--- src/rtl/base_parity_scrub.sv ---
// Read-port controller for a parity-protected array with 1-cycle read latency:
// arbitrates functional reads against a background scrubber and logs parity errors.
module base_parity_scrub #(
  parameter int awidth   = 4,
  parameter int dwidth   = 64,
  parameter int pwidth   = 8,
  parameter int interval = 16,
  parameter int maxwait  = 8,
  parameter int cwidth   = 8
) (
  input  logic              clk,
  input  logic              reset,
  input  logic              i_f_v,
  output logic              o_f_r,
  input  logic [awidth-1:0] i_f_a,
  output logic              o_f_v,
  output logic [dwidth-1:0] o_f_d,
  output logic              o_f_perr,
  output logic              o_rd_v,
  output logic [awidth-1:0] o_rd_a,
  input  logic [dwidth-1:0] i_rd_d,
  input  logic [pwidth-1:0] i_rd_p,
  input  logic              i_scrub_en,
  input  logic              i_err_clr,
  output logic              o_err_v,
  output logic              o_err_scrub,
  output logic [awidth-1:0] o_err_a,
  output logic              o_first_v,
  output logic [awidth-1:0] o_first_a,
  output logic [cwidth-1:0] o_err_cnt
);

  localparam int gw = dwidth / pwidth;
  localparam int iw = $clog2(interval);
  localparam int ww = (maxwait < 1) ? 1 : $clog2(maxwait + 1);

  function automatic logic [pwidth-1:0] calc_parity(input logic [dwidth-1:0] d);
    logic [pwidth-1:0] p;
    p = '0;
    for (int k = 0; k < pwidth; k++) begin
      p[k] = ^d[k*gw +: gw];
    end
    return p;
  endfunction

  logic [iw-1:0]     int_cnt_q, int_cnt_d;
  logic [ww-1:0]     wait_cnt_q, wait_cnt_d;
  logic [awidth-1:0] ptr_q, ptr_d;
  logic              pend_q, pend_d;
  logic              s1_v_q, s1_v_d;
  logic              s1_scrub_q, s1_scrub_d;
  logic [awidth-1:0] s1_a_q, s1_a_d;
  logic              f_v_q, f_v_d;
  logic [dwidth-1:0] f_d_q, f_d_d;
  logic              f_perr_q, f_perr_d;
  logic              err_v_q, err_v_d;
  logic              err_scrub_q, err_scrub_d;
  logic [awidth-1:0] err_a_q, err_a_d;
  logic              first_v_q, first_v_d;
  logic [awidth-1:0] first_a_q, first_a_d;
  logic [cwidth-1:0] err_cnt_q, err_cnt_d;
  logic              f_acc;
  logic              s_iss;
  logic              perr;

  // Read-port arbitration: a starved scrub blocks the functional port for one cycle.
  always_comb begin
    o_f_r  = !reset && !(pend_q && (wait_cnt_q == ww'(maxwait)));
    f_acc  = i_f_v && o_f_r;
    s_iss  = !reset && !f_acc && pend_q;
    o_rd_v = f_acc || s_iss;
    o_rd_a = f_acc ? i_f_a : ptr_q;
  end

  // Scrub scheduling; the interval keeps counting in the cycle the scrub issues.
  always_comb begin
    int_cnt_d  = int_cnt_q;
    wait_cnt_d = wait_cnt_q;
    pend_d     = pend_q;
    ptr_d      = ptr_q;
    if (s_iss) begin
      pend_d     = 1'b0;
      wait_cnt_d = '0;
      ptr_d      = ptr_q + awidth'(1);
    end else if (pend_q && f_acc && (wait_cnt_q != ww'(maxwait))) begin
      wait_cnt_d = wait_cnt_q + ww'(1);
    end else begin
      wait_cnt_d = wait_cnt_q;
    end
    if (!pend_q || s_iss) begin
      if (int_cnt_q == iw'(interval - 1)) begin
        int_cnt_d = '0;
        pend_d    = 1'b1;
      end else begin
        int_cnt_d = int_cnt_q + iw'(1);
      end
    end else begin
      int_cnt_d = int_cnt_q;
    end
    if (!i_scrub_en) begin
      int_cnt_d  = '0;
      pend_d     = 1'b0;
      wait_cnt_d = '0;
    end else begin
      pend_d = pend_d;
    end
  end

  // Parity check on returning data and next values of the response/error registers.
  always_comb begin
    perr        = s1_v_q && (calc_parity(i_rd_d) != i_rd_p);
    s1_v_d      = o_rd_v;
    s1_a_d      = o_rd_a;
    s1_scrub_d  = s_iss;
    f_v_d       = s1_v_q && !s1_scrub_q;
    f_d_d       = f_v_d ? i_rd_d : '0;
    f_perr_d    = f_v_d && perr;
    err_v_d     = perr;
    err_scrub_d = perr && s1_scrub_q;
    err_a_d     = perr ? s1_a_q : '0;
    err_cnt_d   = err_cnt_q;
    first_v_d   = first_v_q;
    first_a_d   = first_a_q;
    if (perr) begin
      if (i_err_clr) begin
        err_cnt_d = cwidth'(1);
      end else if (err_cnt_q != {cwidth{1'b1}}) begin
        err_cnt_d = err_cnt_q + cwidth'(1);
      end else begin
        err_cnt_d = err_cnt_q;
      end
      if (!first_v_q || i_err_clr) begin
        first_v_d = 1'b1;
        first_a_d = s1_a_q;
      end else begin
        first_a_d = first_a_q;
      end
    end else if (i_err_clr) begin
      err_cnt_d = '0;
      first_v_d = 1'b0;
      first_a_d = '0;
    end else begin
      err_cnt_d = err_cnt_q;
    end
  end

  // State and output registers with synchronous reset.
  always_ff @(posedge clk) begin
    if (reset) begin
      int_cnt_q   <= '0;
      wait_cnt_q  <= '0;
      ptr_q       <= '0;
      pend_q      <= 1'b0;
      s1_v_q      <= 1'b0;
      s1_scrub_q  <= 1'b0;
      s1_a_q      <= '0;
      f_v_q       <= 1'b0;
      f_d_q       <= '0;
      f_perr_q    <= 1'b0;
      err_v_q     <= 1'b0;
      err_scrub_q <= 1'b0;
      err_a_q     <= '0;
      first_v_q   <= 1'b0;
      first_a_q   <= '0;
      err_cnt_q   <= '0;
    end else begin
      int_cnt_q   <= int_cnt_d;
      wait_cnt_q  <= wait_cnt_d;
      ptr_q       <= ptr_d;
      pend_q      <= pend_d;
      s1_v_q      <= s1_v_d;
      s1_scrub_q  <= s1_scrub_d;
      s1_a_q      <= s1_a_d;
      f_v_q       <= f_v_d;
      f_d_q       <= f_d_d;
      f_perr_q    <= f_perr_d;
      err_v_q     <= err_v_d;
      err_scrub_q <= err_scrub_d;
      err_a_q     <= err_a_d;
      first_v_q   <= first_v_d;
      first_a_q   <= first_a_d;
      err_cnt_q   <= err_cnt_d;
    end
  end

  assign o_f_v       = f_v_q;
  assign o_f_d       = f_d_q;
  assign o_f_perr    = f_perr_q;
  assign o_err_v     = err_v_q;
  assign o_err_scrub = err_scrub_q;
  assign o_err_a     = err_a_q;
  assign o_first_v   = first_v_q;
  assign o_first_a   = first_a_q;
  assign o_err_cnt   = err_cnt_q;

endmodule

--- config.mk ---
export PLATFORM = sky130hd
export DESIGN_NAME = base_parity_scrub
export DESIGN_NICKNAME = d
export VERILOG_FILES = /design/src/rtl/base_parity_scrub.sv
export SDC_FILE = /design/constraint.sdc
export NUM_CORES = 1
export LEC_CHECK = 0
export ABC_AREA = 1
export ABC_CLOCK_PERIOD_IN_PS = 4200
export CORE_MARGIN = 1.5
export CORE_UTILIZATION = 35
export CTS_BUF_LIST = sky130_fd_sc_hd__clkbuf_8 sky130_fd_sc_hd__clkbuf_16
export DETAILED_ROUTE_END_ITERATION = 10
export GPL_ROUTABILITY_DRIVEN = 0
export PLACE_DENSITY = 0.64
export SETUP_SLACK_MARGIN = 0.1
export SLEW_MARGIN = 5
export SYNTH_ARGS = -nofsm -noshare
export SYNTH_HDL_FRONTEND = slang
export SYNTH_SLANG_ARGS = --single-unit
--- constraint.sdc ---
create_clock -name clk -period 4.2 [get_ports clk]
set_input_delay 0.84 -clock clk [delete_from_list [all_inputs] [get_ports clk]]
set_output_delay 0.84 -clock clk [all_outputs]
set_load 0.01 [all_outputs]
==> results of run 1 <==
[critical path: cells and delay by family]
family	cells	cell delay [ps]
simple gates	4	410
buf+inv	5	1260
compound gates	1	50
[per-stage QoR]
| stage | utilization (%) | total power, mW | hold slack, ps | setup WS, ps |
|---|---|---|---|---|
| after detailed placement | 51.1 | 1.39 | 438 | 801 |
| after floorplan | - | 1.22 | 412 | 1590 |
| final | 53.6 | 2.26 | 445 | 798 |
| after CTS | 53.6 | 2.29 | 449 | 792 |
| after global placement | 51.1 | 1.38 | 439 | 835 |
| after global routing | 53.6 | 2.38 | 472 | 665 |
[per-layer routing]
| metal | routed length (µm) | vias to the layer above | share of wire, % | track usage (%) |
|---|---|---|---|---|
| met5 | 0 | - | 0 | 0 |
| met4 | 251 | 0 | 2.2 | 7.79 |
| met3 | 654 | 15 | 5.9 | 4.38 |
| met2 | 5410 | 109 | 48 | 29.5 |
| met1 | 4850 | 1893 | 43 | 19.7 |
| li1 | - | 2323 | - | - |
[worst max path at each step]
stage | from | end | slack, ps | cells past startpoint
floorplan | reset | o_rd_a[0] | 1590 | 8
global placement | reset | o_rd_v | 830 | 10
detailed placement | reset | o_rd_v | 800 | 10
CTS | reset | o_rd_v | 790 | 10
global route | reset | o_rd_v | 670 | 10
finish | reset | o_rd_v | 800 | 10
[cell type report]
class	count	area (µm²)	share of cell area (%)
clock buffers	9	225	3.33
repair buffers	175	1740	25.7
inverters	128	483	7.13
well taps	172	215	3.18
multi-input cells	406	1930	28.5
flip-flops and latches	104	2080	30.8
clock inverters	7	95.1	1.40
[power breakdown]
| part | total (mW) | internal (mW) | switching (mW) |
|---|---|---|---|
| combinational | 0.342 | 0.173 | 0.169 |
| clock | 0.902 | 0.523 | 0.379 |
| sequential | 1.02 | 1.01 | 0.0106 |
[flip-flops by register name, indices dropped and copies added, names as in the netlist, 4 cells and up]
name and count:
o_err_a 4, o_f_d 64, s1_a_q 4, o_err_cnt 8
wait_cnt_q 4, ptr_q 4, int_cnt_q 4, o_first_a 4
[kinds of logic (layout without fill, tap and decap cells)]
family / Yosys count / count (layout) / share of synthesized area (%)
AO/OA/AOI/OAI: 38 / 38 / 4.93
XOR/XNOR: 11 / 11 / 2.12
adder cells (fa/ha/maj): 5 / 5 / 1.38
buffers and inverters: 140 / 319 / 11.7
flip-flops: 104 / 104 / 45.8
AND/OR/NAND/NOR: 352 / 352 / 34.0
[cell usage in the layout, fill, tap and decap left out, drive strengths merged, types with 2 or more instances in the layout]
| cell type | count |
|---|---|
| a211oi | 6 |
| clkbuf | 9 |
| nand2 | 202 |
| dfxtp | 104 |
| nor2 | 88 |
| clkdlybuf4s50 | 171 |
| xnor2 | 4 |
| nand4 | 11 |
| clkinv | 3 |
| nor3 | 5 |
| nand3b | 7 |
| nor4 | 2 |
| nor3b | 2 |
| o21ai | 8 |
| a21oi | 20 |
| ha | 5 |
| buf | 4 |
| xor2 | 7 |
| inv | 129 |
| bufinv | 2 |
| nand3 | 35 |
==> run metrics, run 1 <==
outcome=completed; die area=0.0137 mm²; Post-Place Cells=985; Setup Skew=2.91 ps; RSZ-0062 raised after global routing=false; LEAKAGE=3.26 nW; drt initial violations=202; Post-synth top cells=nand2_1, inv_1, dfxtp_1, nor2_1, nand3_1; Root Buffer=clkbuf_16; CTS tree=built; num ports=172; Main synth FF type=dfxtp_1; GRT Residual Overflow=0; Vert. Die Dim=117 µm; PD cells=335 mW/mm²; Clock Latency Late Sink=350 ps; Vias/cell=4.34; cell count after synthesis=650; post-place instance area=0.00645 mm²; setup TNS=0 ps; number of global-route vias before repair=4101; Clk pin slew, worst setup/hold paths=70 ps; total track usage=17.0%; ant diodes=0; first-pass GRT wire length=18000 µm; R2R Setup Slk=2400 ps; Distinct cells, synth=33; Pre-Repair DR Iteration Count=5; FF+latch count, synth=104; FILL cells=1235; Slowest-stage cell, CP=clkdlybuf4s50_1; Setup violations, final=0; hold buffer count at CTS=0; RR Endpoint=wait_cnt_q[3]$_SDFFE_PP0P_; Reg2Reg Depth=11; via count=4340; hold endpoint=o_err_a[1]$_SDFF_PP0_; initial antenna violation count=0; num rows=41; TritonCTS buffer count=9; DP Wirelength=8800 µm; Design Area, Final=0.00677 mm²; number of max-cap violations=0; hold_sp=s1_a_q[1]$_SDFF_PP0_; CTS H-tree depth=3; largest net degree at the start of global routing=48; Syn. warnings=0; reg2reg start=wait_cnt_q[0]$_SDFFE_PP0P_; Slew Viols, Final=0; Syn-to-layout area delta=49.0%; post-synth top area share=45.8%; core area=0.0126 mm²; Least-Margin Pin Slew=836 ps; crit path cell chain=clkdlybuf4s50_1, inv_2, o21ai_2, inv_2, nand2_4, nand2_2, nor2_2, inv_1, nand2_1, clkdlybuf4s50_1; Post-synth ARST share=0%; DR DRC count=0; Initial Util=36.0%; NumNets Final=910; layout cells sized above 1=7.12%; cell taking the most area after synthesis=dfxtp_1; Worst Hold Path Cells=2; setup bufs post-CTS=0; EDFF count, synth=0; I/O Buffers=171; Avg WL per Cell=11.2 µm; Mapped Nets=736; Hold Crit Class=reg -> reg; CP Launch Type=primary input; PostCTS Resize Cnt=0; top post-synthesis cells by area=dfxtp_1, nand2_1, inv_1; clk sinks=104; max incr delay on CP=530 ps; CP required=3360 ps; f_max=0.294 GHz; syn_area_per_cell=6.99 µm²; Setup CP Type=in -> out; fin cells=1001; Tmin final=3400 ps; post-route ant nets=0; Die Width=117 µm; Setup crit end kind=output port; Critical Path AT=2560 ps; Slew headroom=44.2%; synthesized cell area=0.00454 mm²; WL final=11200 µm; Peak VDD IR=0.146 mV; sequential share of the synthesized area=45.8%; worst-path fanout max=8; most frequent cell after synthesis=nand2_1; Max clock buf depth=2; Final period util=81.0%; Final Hold Viols=0
Power figures use the tool's default switching activity.
==> run 2, diff against run 1 <==
--- a/config.mk
+++ b/config.mk
@@ -6,7 +6,7 @@
 export NUM_CORES = 1
 export LEC_CHECK = 0
 export ABC_AREA = 1
-export ABC_CLOCK_PERIOD_IN_PS = 4200
+export ABC_CLOCK_PERIOD_IN_PS = 3300
 export CORE_MARGIN = 1.5
 export CORE_UTILIZATION = 35
 export CTS_BUF_LIST = sky130_fd_sc_hd__clkbuf_8 sky130_fd_sc_hd__clkbuf_16
==> constraint.sdc (replaced) <==
create_clock -name clk -period 3.3 [get_ports clk]
set_input_delay 0.66 -clock clk [delete_from_list [all_inputs] [get_ports clk]]
set_output_delay 0.66 -clock clk [all_outputs]
set_load 0.01 [all_outputs]
==> run metrics, run 2 (same netlist as run 1, synthesis figures left out) <==
number of max-cap violations=0; wire length on met2=5510 µm; Final Hold Viols=0; Setup Skew=5.53 ps; met1 wire length=4900 µm; GRT Residual Overflow=0; Clock Latency Late Sink=340 ps; Max clock buf depth=2; Syn-to-layout area delta=48.7%; met3 routed WL=595 µm; initial antenna violation count=0; first-pass GRT wire length=18300 µm; WL final=11300 µm; Initial Util=36.0%; dpl ws=268 ps; number of global-route vias before repair=4233; NetSw=682 µW; via count=4374; drt initial violations=222; CTS tree=built; LEAKAGE=3.26 nW; Hold Crit Class=reg -> reg; post-route ant nets=0; internal power=2.17 mW; CP required=2640 ps; PostCTS Resize Cnt=0; Design Area, Final=0.00675 mm²; max layer used=met4; TritonCTS buffer count=9; Peak VDD IR=0.222 mV; Critical Path AT=2370 ps; Root Buffer=clkbuf_16; CP Launch Type=primary input; hold buffer count at CTS=0; most frequent cells in the layout=nand2_1, clkdlybuf4s50_1, inv_1, dfxtp_1, nor2_1; clk sinks=104; Logic pwr share=15.2%; DR DRC count=0; Least-Margin Pin Slew=1140 ps; power share of the sequential group=45.5%; DP Wirelength=8890 µm; RSZ-0062 raised after global routing=false; Final period util=91.8%; sw frac=23.9%; NumNets Final=908; Pre-Repair DR Iteration Count=4; Vias/cell=4.38; Clock power frac=39.2%; die area=0.0137 mm²; total track usage=17.1%; Fin Hold WS=441 ps; Slew headroom=24.0%; CTS H-tree depth=3; Tmin final=3030 ps; post-layout util=53.5%; FILL cells=1235; core area=0.0126 mm²; Largest register FFs=64; Setup CP Type=in -> out; post-place instance area=0.00643 mm²; f_max=0.330 GHz; Setup crit end kind=output port; ant diodes=0; worst setup margin=271 ps; Avg WL per Cell=11.3 µm; outcome=completed; Slew Viols, Final=0; setup bufs post-CTS=0; Vert. Die Dim=117 µm; setup TNS=0 ps; num rows=41; layout cells sized above 1=6.77%; worst-path fanout max=8; Clk pin slew, worst setup/hold paths=60 ps; I/O Buffers=171; PD cells=423 mW/mm²; Setup violations, final=0; leading cell type in the layout, fill and taps excluded=nand2_1; Die Width=117 µm; num ports=172; largest net degree at the start of global routing=65
[run 2: changes by cell type in the layout (fill, tap and decap cells not counted), sizes merged]
cell,before,now
clkinvlp,1,0
clkbuf,9,13
bufinv,2,1
buf,4,2
clkinv,3,1
[run 2: power groups by stage]
| stage | Sequential [mW] | Clock (mW) | Combinational, mW |
|---|---|---|---|
| floorplan | 1.34 | 0 | 0.212 |
| global placement | 1.33 | 0 | 0.430 |
| detailed placement | 1.33 | 0 | 0.438 |
| CTS | 1.30 | 1.15 | 0.441 |
| global route | 1.30 | 1.19 | 0.492 |
| finish | 1.30 | 1.12 | 0.435 |
[run 2: final timing paths]
kind                                endpoint                       start  cells after the start  slack, ps
setup / recovery                      o_rd_v                       reset                     10        270
hold reg to reg        o_err_a[2]$_SDFF_PP0_        s1_a_q[2]$_SDFF_PP0_                      2        440
hold / removal         o_err_a[2]$_SDFF_PP0_        s1_a_q[2]$_SDFF_PP0_                      2        440
setup reg to reg  wait_cnt_q[3]$_SDFFE_PP0P_  wait_cnt_q[0]$_SDFFE_PP0P_                     11       1490
[run 2: critical path, cell delays in order]
cell,delay (ps)
clkdlybuf4s50_1,490
inv_2,50
o21ai_2,50
inv_2,60
nand2_4,100
nand2_2,70
nor2_2,150
inv_1,130
nand2_1,80
clkdlybuf4s50_1,530
[run 2: final cells by class]
cell class	instances	area [µm²]	area share, %
Sequential cell	104	2080	30.8
Multi-Input combinational cell	406	1930	28.5
Timing Repair Buffer	173	1730	25.6
Inverter	128	483	7.15
Clock buffer	13	280	4.15
Tap cell	172	215	3.19
Clock inverter	3	38.8	0.574
[run 2: per-layer routing]
layer  vias to the layer above  global-route usage [%]
li1                       2310                       -
met3                        16                    3.91
met1                      1945                    19.0
met4                         0                    7.79
met2                       103                    31.2
met5                         -                       0
[run 2: metrics by stage]
stage | power (mW) | cells
after floorplan | 1.55 | 650
after global placement | 1.76 | 983
after detailed placement | 1.77 | 983
after CTS | 2.89 | 999
after global routing | 2.98 | 999
final | 2.85 | 999
==> run 3, diff against run 2 <==
--- a/config.mk
+++ b/config.mk
@@ -6,13 +6,12 @@
 export NUM_CORES = 1
 export LEC_CHECK = 0
 export ABC_AREA = 1
-export ABC_CLOCK_PERIOD_IN_PS = 3300
 export CORE_MARGIN = 1.5
 export CORE_UTILIZATION = 35
 export CTS_BUF_LIST = sky130_fd_sc_hd__clkbuf_8 sky130_fd_sc_hd__clkbuf_16
 export DETAILED_ROUTE_END_ITERATION = 10
 export GPL_ROUTABILITY_DRIVEN = 0
-export PLACE_DENSITY = 0.64
+export PLACE_DENSITY = 0.66
 export SETUP_SLACK_MARGIN = 0.1
 export SLEW_MARGIN = 5
 export SYNTH_ARGS = -nofsm -noshare
==> run metrics, run 3 (same netlist as run 1, synthesis figures left out) <==
outcome=completed; setup bufs post-CTS=0; via count=4344; layout cells sized above 1=7.00%; Peak VDD IR=0.220 mV; CP Launch Type=primary input; Clock power frac=39.6%; Final Hold Viols=0; num ports=172; Vias/cell=4.34; Setup Skew=6.84 ps; die area=0.0137 mm²; core area=0.0126 mm²; f_max=0.329 GHz; FILL cells=1240; largest net degree at the start of global routing=38; max incr delay on CP=530 ps; leading cell type in the layout, fill and taps excluded=nand2_1; first-pass GRT wire length=18000 µm; worst-path fanout max=8; num rows=41; Vert. Die Dim=117 µm; power share of the sequential group=45.2%; total track usage=16.9%; Max clock buf depth=2; hold buffer count at CTS=0; Slowest-stage cell, CP=clkdlybuf4s50_1; DP Wirelength=8880 µm; ant diodes=0; setup TNS=0 ps; Root Buffer=clkbuf_16; PD cells=424 mW/mm²; Least-Margin Pin Slew=525 ps; Slew Viols, Final=0; DR DRC count=0; Setup CP Type=in -> out; NetSw=702 µW; Syn-to-layout area delta=49.1%; Clock Latency Late Sink=350 ps; Pre-Repair DR Iteration Count=5; Clk pin slew, worst setup/hold paths=70 ps; PostCTS Resize Cnt=0; PnR Total Power=2.87 mW; Slew headroom=65.0%; RSZ-0062 raised after global routing=false; LEAKAGE=3.26 nW; Setup violations, final=0; NumNets Final=909; number of global-route vias before repair=4076; most frequent cells in the layout=nand2_1, clkdlybuf4s50_1, inv_1, dfxtp_1, nor2_1; Largest register FFs=64; Avg WL per Cell=11.3 µm; I/O Buffers=171; Setup crit end kind=output port; Initial Util=36.0%; Die Width=117 µm; Hold Crit Class=reg -> reg; Bufs and invs on worst path=5; CP delay by family, top=buffers and inverters; internal power=2.17 mW; CTS tree=built; Logic pwr share=15.2%; Critical Path AT=2380 ps; crit path cell chain=clkdlybuf4s50_1, inv_2, o21ai_2, inv_2, nand2_4, nand2_2, nor2_2, inv_1, nand2_1, clkdlybuf4s50_1; GRT Residual Overflow=0; CP required=2640 ps; WL final=11300 µm; initial antenna violation count=0; Final period util=92.1%; number of max-cap violations=0; Tmin final=3040 ps; drt initial violations=180; post-route ant nets=0; sw frac=24.4%; clk sinks=104; post-layout util=53.7%; CTS H-tree depth=3; TritonCTS buffer count=9
## run 3: cell count changes in the layout (fill, tap and decap cells not counted), sizes merged
| cell | delta |
|---|---|
| buf | +1 |
| bufinv | +1 |
| clkbuf | -4 |
| clkinv | +1 |
| clkinvlp | +2 |
## run 3: power groups by stage
stage	registers, mW	logic (mW)	clock network, mW
floorplan	1.34	0.212	0
global placement	1.33	0.431	0
detailed placement	1.33	0.438	0
CTS	1.30	0.440	1.17
global route	1.30	0.489	1.22
finish	1.30	0.435	1.14
## run 3: metrics by stage
stage / worst slack, ps / std cells / cell area [µm²] / hold slack, ps
2_1_floorplan: 1050 / 650 / 4540 / 412
3_3_place_gp: 306 / 984 / 6450 / 437
3_5_place_dp: 258 / 984 / 6450 / 433
4_1_cts: 249 / 1000 / 6770 / 443
5_1_grt: 165 / 1000 / 6770 / 464
6_report: 262 / 1000 / 6770 / 443
## run 3: cell type report
cell class,instances,area (µm²),share of cell area [%]
Timing Repair Buffer,174,1750,25.8
Sequential cell,104,2080,30.7
Clock buffer,9,225,3.33
Clock inverter,7,93.8,1.39
Inverter,128,483,7.13
Multi-Input combinational cell,406,1930,28.5
Tap cell,172,215,3.18
## run 3: routing by layer
metal / up-vias / wire length (µm) / track usage (%)
met5: - / 0 / 0
met4: 0 / 298 / 7.71
met3: 20 / 764 / 5.15
met2: 107 / 5470 / 29.2
met1: 1910 / 4740 / 19.1
li1: 2307 / - / -
## run 3: path summary, 6_finish.rpt
kind                              start                         end  slack (ps)  depth (start not counted)
max                               reset                      o_rd_v         260                         10
min                s1_a_q[0]$_SDFF_PP0_       o_err_a[0]$_SDFF_PP0_         440                          2
max reg2reg  wait_cnt_q[0]$_SDFFE_PP0P_  wait_cnt_q[3]$_SDFFE_PP0P_        1510                         11
min reg2reg        s1_a_q[0]$_SDFF_PP0_       o_err_a[0]$_SDFF_PP0_         440                          2
## run 3: worst reg2reg max path: stages, from the launching register on
cell	delay, ps
dfxtp_1	350
inv_1	90
ha_1	200
nand3_1	110
o21ai_2	60
inv_2	70
nand2_4	80
inv_2	160
nand2_1	150
nor4_2	190
xnor2_1	170
nor2_1	70
